### config.mk
export PLATFORM = sky130hd
export DESIGN_NAME = serial_subtractor
export DESIGN_NICKNAME = d
export VERILOG_FILES = /design/src/rtl/serial_subtractor.sv
export SDC_FILE = /design/constraint.sdc
export NUM_CORES = 1
export LEC_CHECK = 0
export CORE_ASPECT_RATIO = 0.75
export CORE_MARGIN = 8
export CORE_UTILIZATION = 45
export CTS_CLUSTER_DIAMETER = 200
export DETAILED_ROUTE_END_ITERATION = 8
export GPL_ROUTABILITY_DRIVEN = 0
export PLACE_DENSITY = 0.72
export SLEW_MARGIN = 20
export SYNTH_ARGS = -nofsm -noshare
export SYNTH_HDL_FRONTEND = slang
export SYNTH_SLANG_ARGS = --single-unit
### constraint.sdc
create_clock -name clk -period 1.15 [get_ports clk]
set_clock_uncertainty 0.1 [all_clocks]
set_input_delay 0.1725 -clock clk [delete_from_list [all_inputs] [get_ports clk]]
set_output_delay 0.1725 -clock clk [all_outputs]
set_load 0.1 [all_outputs]
### src/rtl/serial_subtractor.sv
`default_nettype none
// ============================================================================
// Module      : serial_subtractor
// Description : Bit-serial a - b - bin, one bit per clock LSB first, with
//               valid/ready handshakes on operands and result.
//               Optional signed-overflow flag via `SERIAL_SUB_OVF_EN`.
// Revision    : 1.0 - initial release
// ============================================================================
module serial_subtractor #(
  parameter int WIDTH = 8
) (
  input  logic             clk,
  input  logic             rst_n,
  input  logic             start_valid,
  output logic             start_ready,
  input  logic [WIDTH-1:0] a_in,
  input  logic [WIDTH-1:0] b_in,
  input  logic             bin_in,
  output logic [WIDTH-1:0] diff_out,
  output logic             bout_out,
  output logic             res_valid,
  input  logic             res_ready,
  output logic             busy
`ifdef SERIAL_SUB_OVF_EN
  ,
  output logic             ovf_out
`endif
);

  localparam int CNT_W = $clog2(WIDTH);
  localparam logic [CNT_W-1:0] CNT_LAST = CNT_W'(WIDTH - 1);
  localparam logic [CNT_W-1:0] CNT_ONE  = CNT_W'(1);

  typedef enum logic [1:0] {
    S_IDLE  = 2'd0,
    S_SHIFT = 2'd1,
    S_DONE  = 2'd2
  } state_e;

  state_e           state_q;
  logic [WIDTH-1:0] a_q;
  logic [WIDTH-1:0] b_q;
  logic [WIDTH-1:0] diff_q;
  logic             br_q;
  logic [CNT_W-1:0] cnt_q;
  logic             start_ready_q;
  logic             res_valid_q;
  logic             busy_q;
`ifdef SERIAL_SUB_OVF_EN
  logic             ovf_q;
`endif

  logic             sub_bit;
  logic             sub_bo;
  logic [WIDTH-1:0] a_d;
  logic [WIDTH-1:0] b_d;
  logic [WIDTH-1:0] diff_d;

  // One full-subtractor cell applied to the current LSBs and the ripple borrow
  assign sub_bit = a_q[0] ^ b_q[0] ^ br_q;
  assign sub_bo  = (~a_q[0] & b_q[0]) | (~(a_q[0] ^ b_q[0]) & br_q);

  assign a_d    = {1'b0, a_q[WIDTH-1:1]};
  assign b_d    = {1'b0, b_q[WIDTH-1:1]};
  assign diff_d = {sub_bit, diff_q[WIDTH-1:1]};

  always_ff @(posedge clk or negedge rst_n) begin
    if (!rst_n) begin
      state_q       <= S_IDLE;
      a_q           <= '0;
      b_q           <= '0;
      diff_q        <= '0;
      br_q          <= 1'b0;
      cnt_q         <= '0;
      start_ready_q <= 1'b1;
      res_valid_q   <= 1'b0;
      busy_q        <= 1'b0;
`ifdef SERIAL_SUB_OVF_EN
      ovf_q         <= 1'b0;
`endif
    end else begin
      case (state_q)
        S_IDLE: begin
          if (start_valid) begin
            a_q           <= a_in;
            b_q           <= b_in;
            br_q          <= bin_in;
            cnt_q         <= '0;
            state_q       <= S_SHIFT;
            start_ready_q <= 1'b0;
            busy_q        <= 1'b1;
          end
        end
        S_SHIFT: begin
          a_q    <= a_d;
          b_q    <= b_d;
          diff_q <= diff_d;
          br_q   <= sub_bo;
          cnt_q  <= cnt_q + CNT_ONE;
          if (cnt_q == CNT_LAST) begin
            state_q     <= S_DONE;
            res_valid_q <= 1'b1;
`ifdef SERIAL_SUB_OVF_EN
            // Borrow into the MSB differs from borrow out: signed overflow
            ovf_q       <= br_q ^ sub_bo;
`endif
          end
        end
        S_DONE: begin
          if (res_ready) begin
            state_q       <= S_IDLE;
            res_valid_q   <= 1'b0;
            busy_q        <= 1'b0;
            start_ready_q <= 1'b1;
          end
        end
        default: begin
          state_q       <= S_IDLE;
          res_valid_q   <= 1'b0;
          busy_q        <= 1'b0;
          start_ready_q <= 1'b1;
        end
      endcase
    end
  end

  assign start_ready = start_ready_q;
  assign res_valid   = res_valid_q;
  assign busy        = busy_q;
  assign diff_out    = diff_q;
  assign bout_out    = br_q;
`ifdef SERIAL_SUB_OVF_EN
  assign ovf_out     = ovf_q;
`endif

endmodule
`default_nettype wire

* Yosys cells after proc, flatten, opt, wreduce, memory -nomap -nowiden
Index checks and enable logic that the tools add are counted.
Word-level totals: flip-flop bits (word level) 33, input bits 21, output and inout bits 12, logic and storage cells 51
Operators by class: add/sub/neg operators 1, eq/ne operators 6, multiplexer cells 20, bitwise logic cells 9, reduce and logical (&&, ||, !) cells 6
Operator list (number):
- $pmux W8 S2 | 2
- $mux W8 | 2
- $pmux W1 S3 | 3
- $reduce_and A3 Y1 | 3
- $mux W1 | 6
- $mux W2 | 3
- $ne A2 B2 Y1 const B | 3
- $pmux W2 S3 | 1
- $pmux W3 S2 | 1
- $not A1 Y1 | 4
- $add A3 B1 Y3 const B | 1
- $eq A3 B3 Y1 const B | 1
- $mux W3 | 1
- $and A1 B1 Y1 | 2
- $eq A2 B1 Y1 const B | 1
- $eq A2 B2 Y1 const B | 1
- $logic_not A2 Y1 | 1
- $pmux W1 S2 | 1
- $reduce_and A2 Y1 | 1
- $reduce_bool A2 Y1 | 1
- $xor A1 B1 Y1 | 2
- $or A1 B1 Y1 | 1

* Depth between registers and ports, before layout
word-level depth 5, depth in mapped cells 6, mapped depth without buffers 4

* Worst setup path before layout
Ideal clock, no wire load.
path type register -> register, start point register br_q (netlist: bout_out), end point register br_q (netlist: bout_out), setup time 0.111 ns, arrival 1.720 ns, data required time 0.939 ns, path slack -0.781 ns, stages on the path, launching flop included 4, buffers on the path 0, clock period less this slack 1.931 ns, path through dfrtp_1 > inv_1 > fa_1 > a222oi_1
Between the ends: word-level cells in the longest chain between the ends 3
Ends and longest elaborated chain:
- from (decl) | RTL line 44 | logic br_q;
- from (signal assigned) | RTL line 87 | br_q <= bin_in;
- from (signal assigned) | RTL line 98 | br_q <= sub_bo;
- $and A1 B1 Y1 | RTL line 61 | assign sub_bo = (~a_q[0] & b_q[0]) | (~(a_q[0] ^ b_q[0]) & br_q);
- $or A1 B1 Y1 | RTL line 61
- $pmux W1 S2 | RTL line 82 | case (state_q)
No other way between the ends. A chain may end at the register's enable or synchronous reset.

* Worst setup path in the final report
start point register a_q[0], end point register br_q (netlist: bout_out)
Between the ends: word-level cells in the longest chain between the ends 5, elaborated cells on any way between the ends 7, those cells by class 1 x mux; 6 x bitwise
Ends and longest elaborated chain:
- from (decl) | RTL line 41 | logic [WIDTH-1:0] a_q;
- from (signal assigned) | RTL line 85 | a_q <= a_in;
- $xor A1 B1 Y1 | RTL line 61
- $not A1 Y1 | RTL line 61
- $and A1 B1 Y1 | RTL line 61
- $or A1 B1 Y1 * | RTL line 61
- $pmux W1 S2 * | RTL line 82
Mark *: on every way between the ends. The rest lies on a longest branch, timed or not.

==> impl_metrics.tcl <==
set metrics [dict create \
    status "finished with violations" \
    violations "setup timing" \
    cp-end-kind "flop" \
    ant_nets 0 \
    drt-initial-drc-count 106 \
    clock_latency_ns 0.30 \
    layout.cells.non_filler 257 \
    cts-root-buf "clkbuf_8" \
    n_fill_cell 125 \
    rows 18 \
    overflow 0 \
    cp-start-kind "flop" \
    grt_max_degree 34 \
    final_util_pct 87.3 \
    worst_slack_ns -0.272 \
    syn_nets 169 \
    finalSetupViolCount 45 \
    clock.fmax_mhz 703 \
    syn_inst 145 \
    cts_made_buffers 5 \
    grt_pass1_wl_mm 7.98 \
    syn-mean-instance-area_sq_um 10.6 \
    crit_chain "fa_2 > a222oi_1" \
    grt_usage_pct 18.5 \
    cp.buffers_inverters 0 \
    cts.clk_slew.worst_paths_ns 0.08 \
    vias_per_cell 5.77 \
    worstMarginPinSlew_ns 0.332 \
    cpPeakStageDelay_ns 0.43 \
    finalPower_uw 9680 \
    wl_per_cell_um 22.5 \
    final-hold-violation-count 0 \
    area_growth_syn_to_layout_pct 86.2 \
    cts_sinks 33 \
    synth_area_leaders "dfrtp_1 52%, nand2_1 7.6%, nand3b_1 4.4%, buf_6 3.7%, o221a_1 3.7%" \
    path_depth 2 \
    start_util_pct 46.9 \
    dieArea_sq_um 5550 \
    ys_seq_elements 33 \
    ys_warn_count 0 \
    max_cap_viol_count 0 \
    slew_headroom_pct 77.9 \
    rr_worst_depth 2 \
    crit_required_ns 1.22 \
    dp_hpwl_mm 2.69 \
    seq_area_frac_synth_pct 54.0 \
    drt_first_pass_iters 6 \
    dpl_cell_area_sq_um 2170 \
    final_area_sq_um 2850 \
    htree_num_levels 2 \
    io-pin-count 33 \
    dpl.cell_count 222 \
    maxSlewViolCount 0 \
    rsz0062_at_grt "true" \
    power_density_nw_per_um2 3390 \
    drive_gt1_share_pct 58.1 \
    wl_mm 5.78 \
    fin_crit_sh_pct 124 \
    vdd_ir_drop_max_v 0.00325 \
    io_buffer_count 32 \
    p_leak_uw 0.00122 \
    yosys.cell_types.count 26 \
    clockBufferDepth 2 \
    cts_hold_buf 0 \
    cp_slowest_cell "dfrtp_1" \
    pre_cts_ws_ns -0.432 \
    die_y_um 66.5 \
    num_vias 1482 \
    nets 240 \
    critical_path_class "flop to flop" \
    antenna_found_initial 0 \
    grt_pass1_vias 1589 \
    drc 0 \
    syn_area_sq_um 1530 \
    min_path_type "input pin to async pin" \
    diodes 0 \
    cts_tree "yes" \
    worstPathArrival_ns 1.49 \
    netlist.area_leader.share_pct 52.3 \
    crit_family "flip-flops" \
    worst-path-max-fanout 2 \
    die_w_um 83.4 \
    synth_top_cell_by_area "dfrtp_1" \
    layout_min_cycle_time_ns 1.42 \
    core_sq_um 3270 \
]
==> registers in the layout (all words and copies together) (netlist names) <==
register and cells:
diff_out 8, busy 1, cnt_q 3, start_ready 1
b_q 8, res_valid 1, bout_out 1, a_q 8
state_q 2
==> Yosys cell counts (all sizes together) <==
cell and n:
dfrtp 32, ha 2, dfstp 1, nand2 31
a21oi 3, fa 1, nor3 6, buf 10
o21bai 1, inv 2, o221a 9, a211oi 5
o21ai 8, a222oi 1, o21ba 1, nand3b 9
nor2 14, a22o 2, nand2b 3, nor2b 4
==> cells in the final DEF, fill, tap and decap left out, types with 3 or more instances in the layout <==
cell and count:
buf_4 22, dfrtp_1 20, clkdlybuf4s50_1 19, nand2_1 18, buf_12 17, buf_6 12, dfrtp_2 11, nand3b_1 9
nand2_2 8, nor2_1 8, o21ai_1 6, nor2_4 5, o221a_1 5, nand2_4 5, nor3_4 5, a211oi_2 5
clkbuf_8 5, nand2b_4 4, o221a_4 4, nor2b_4 3, a21oi_2 3
==> final timing paths <==
kind,from,end,slack [ns]
setup / recovery,a_q[0]$_DFFE_PN0P_,bout_out$_DFFE_PN0P_,-0.27
hold / removal,rst_n,a_q[2]$_DFFE_PN0P_,0.14
setup reg to reg,a_q[0]$_DFFE_PN0P_,bout_out$_DFFE_PN0P_,-0.27
hold reg to reg,cnt_q[0]$_DFFE_PN0P_,cnt_q[0]$_DFFE_PN0P_,0.40
max in group asynchronous,rst_n,start_ready$_DFFE_PN1P_,0.57
min in group clk,a_in[7],a_q[7]$_DFFE_PN0P_,0.33
==> area by class of cell <==
type | instances | area (sq um) | area share, %
clock buffers | 5 | 68.8 | 2.41
clock inverters | 3 | 65.1 | 2.28
inverters | 2 | 10.0 | 0.351
multi-input cells | 102 | 942 | 33.0
flip-flops and latches | 33 | 848 | 29.7
well taps | 40 | 50.0 | 1.76
repair buffers | 72 | 867 | 30.4
==> through the flow <==
step / hold slack, ns / setup TNS (ns)
2_1_floorplan: -0.223 / -1.52
6_report: 0.138 / -4.63
3_3_place_gp: 0.388 / -5.94
4_1_cts: 0.140 / -3.07
3_5_place_dp: 0.399 / -7.13
5_1_grt: 0.158 / -5.84
==> power breakdown <==
group	leakage (uW)	switching (uW)	internal (uW)
clock	0.0000681	464	861
sequential	0.000378	540	1770
combinational	0.000773	3260	2780
total	0.00122	4260	5410
==> cells by family after synthesis <==
kind of cell / Yosys count / share of synthesized area [%]
buffers and inverters: 12 / 5.96
AND/OR/NAND/NOR: 67 / 20.4
AO/OA/AOI/OAI: 30 / 16.7
flip-flops: 33 / 54.0
adder cells (fa/ha/maj): 3 / 2.94
==> routing by layer <==
metal / vias up / share of wire [%] / global-route usage, %
met5: - / 0 / 0
met4: 0 / 2.0 / 5.90
li1: 651 / - / -
met2: 66 / 53 / 33.0
met1: 751 / 39 / 20.5
met3: 14 / 5.9 / 6.21
==> repair_timing <==
| action | in CTS | in global routing |
|---|---|---|
| cloned | 4 | 1 |
| setup endpoints to repair | 44 | 45 |
| pin swaps | 28 | 12 |
| setup buffers | 17 | 6 |
| resized for setup | 48 | 33 |
(Power assumes the default switching activity.)
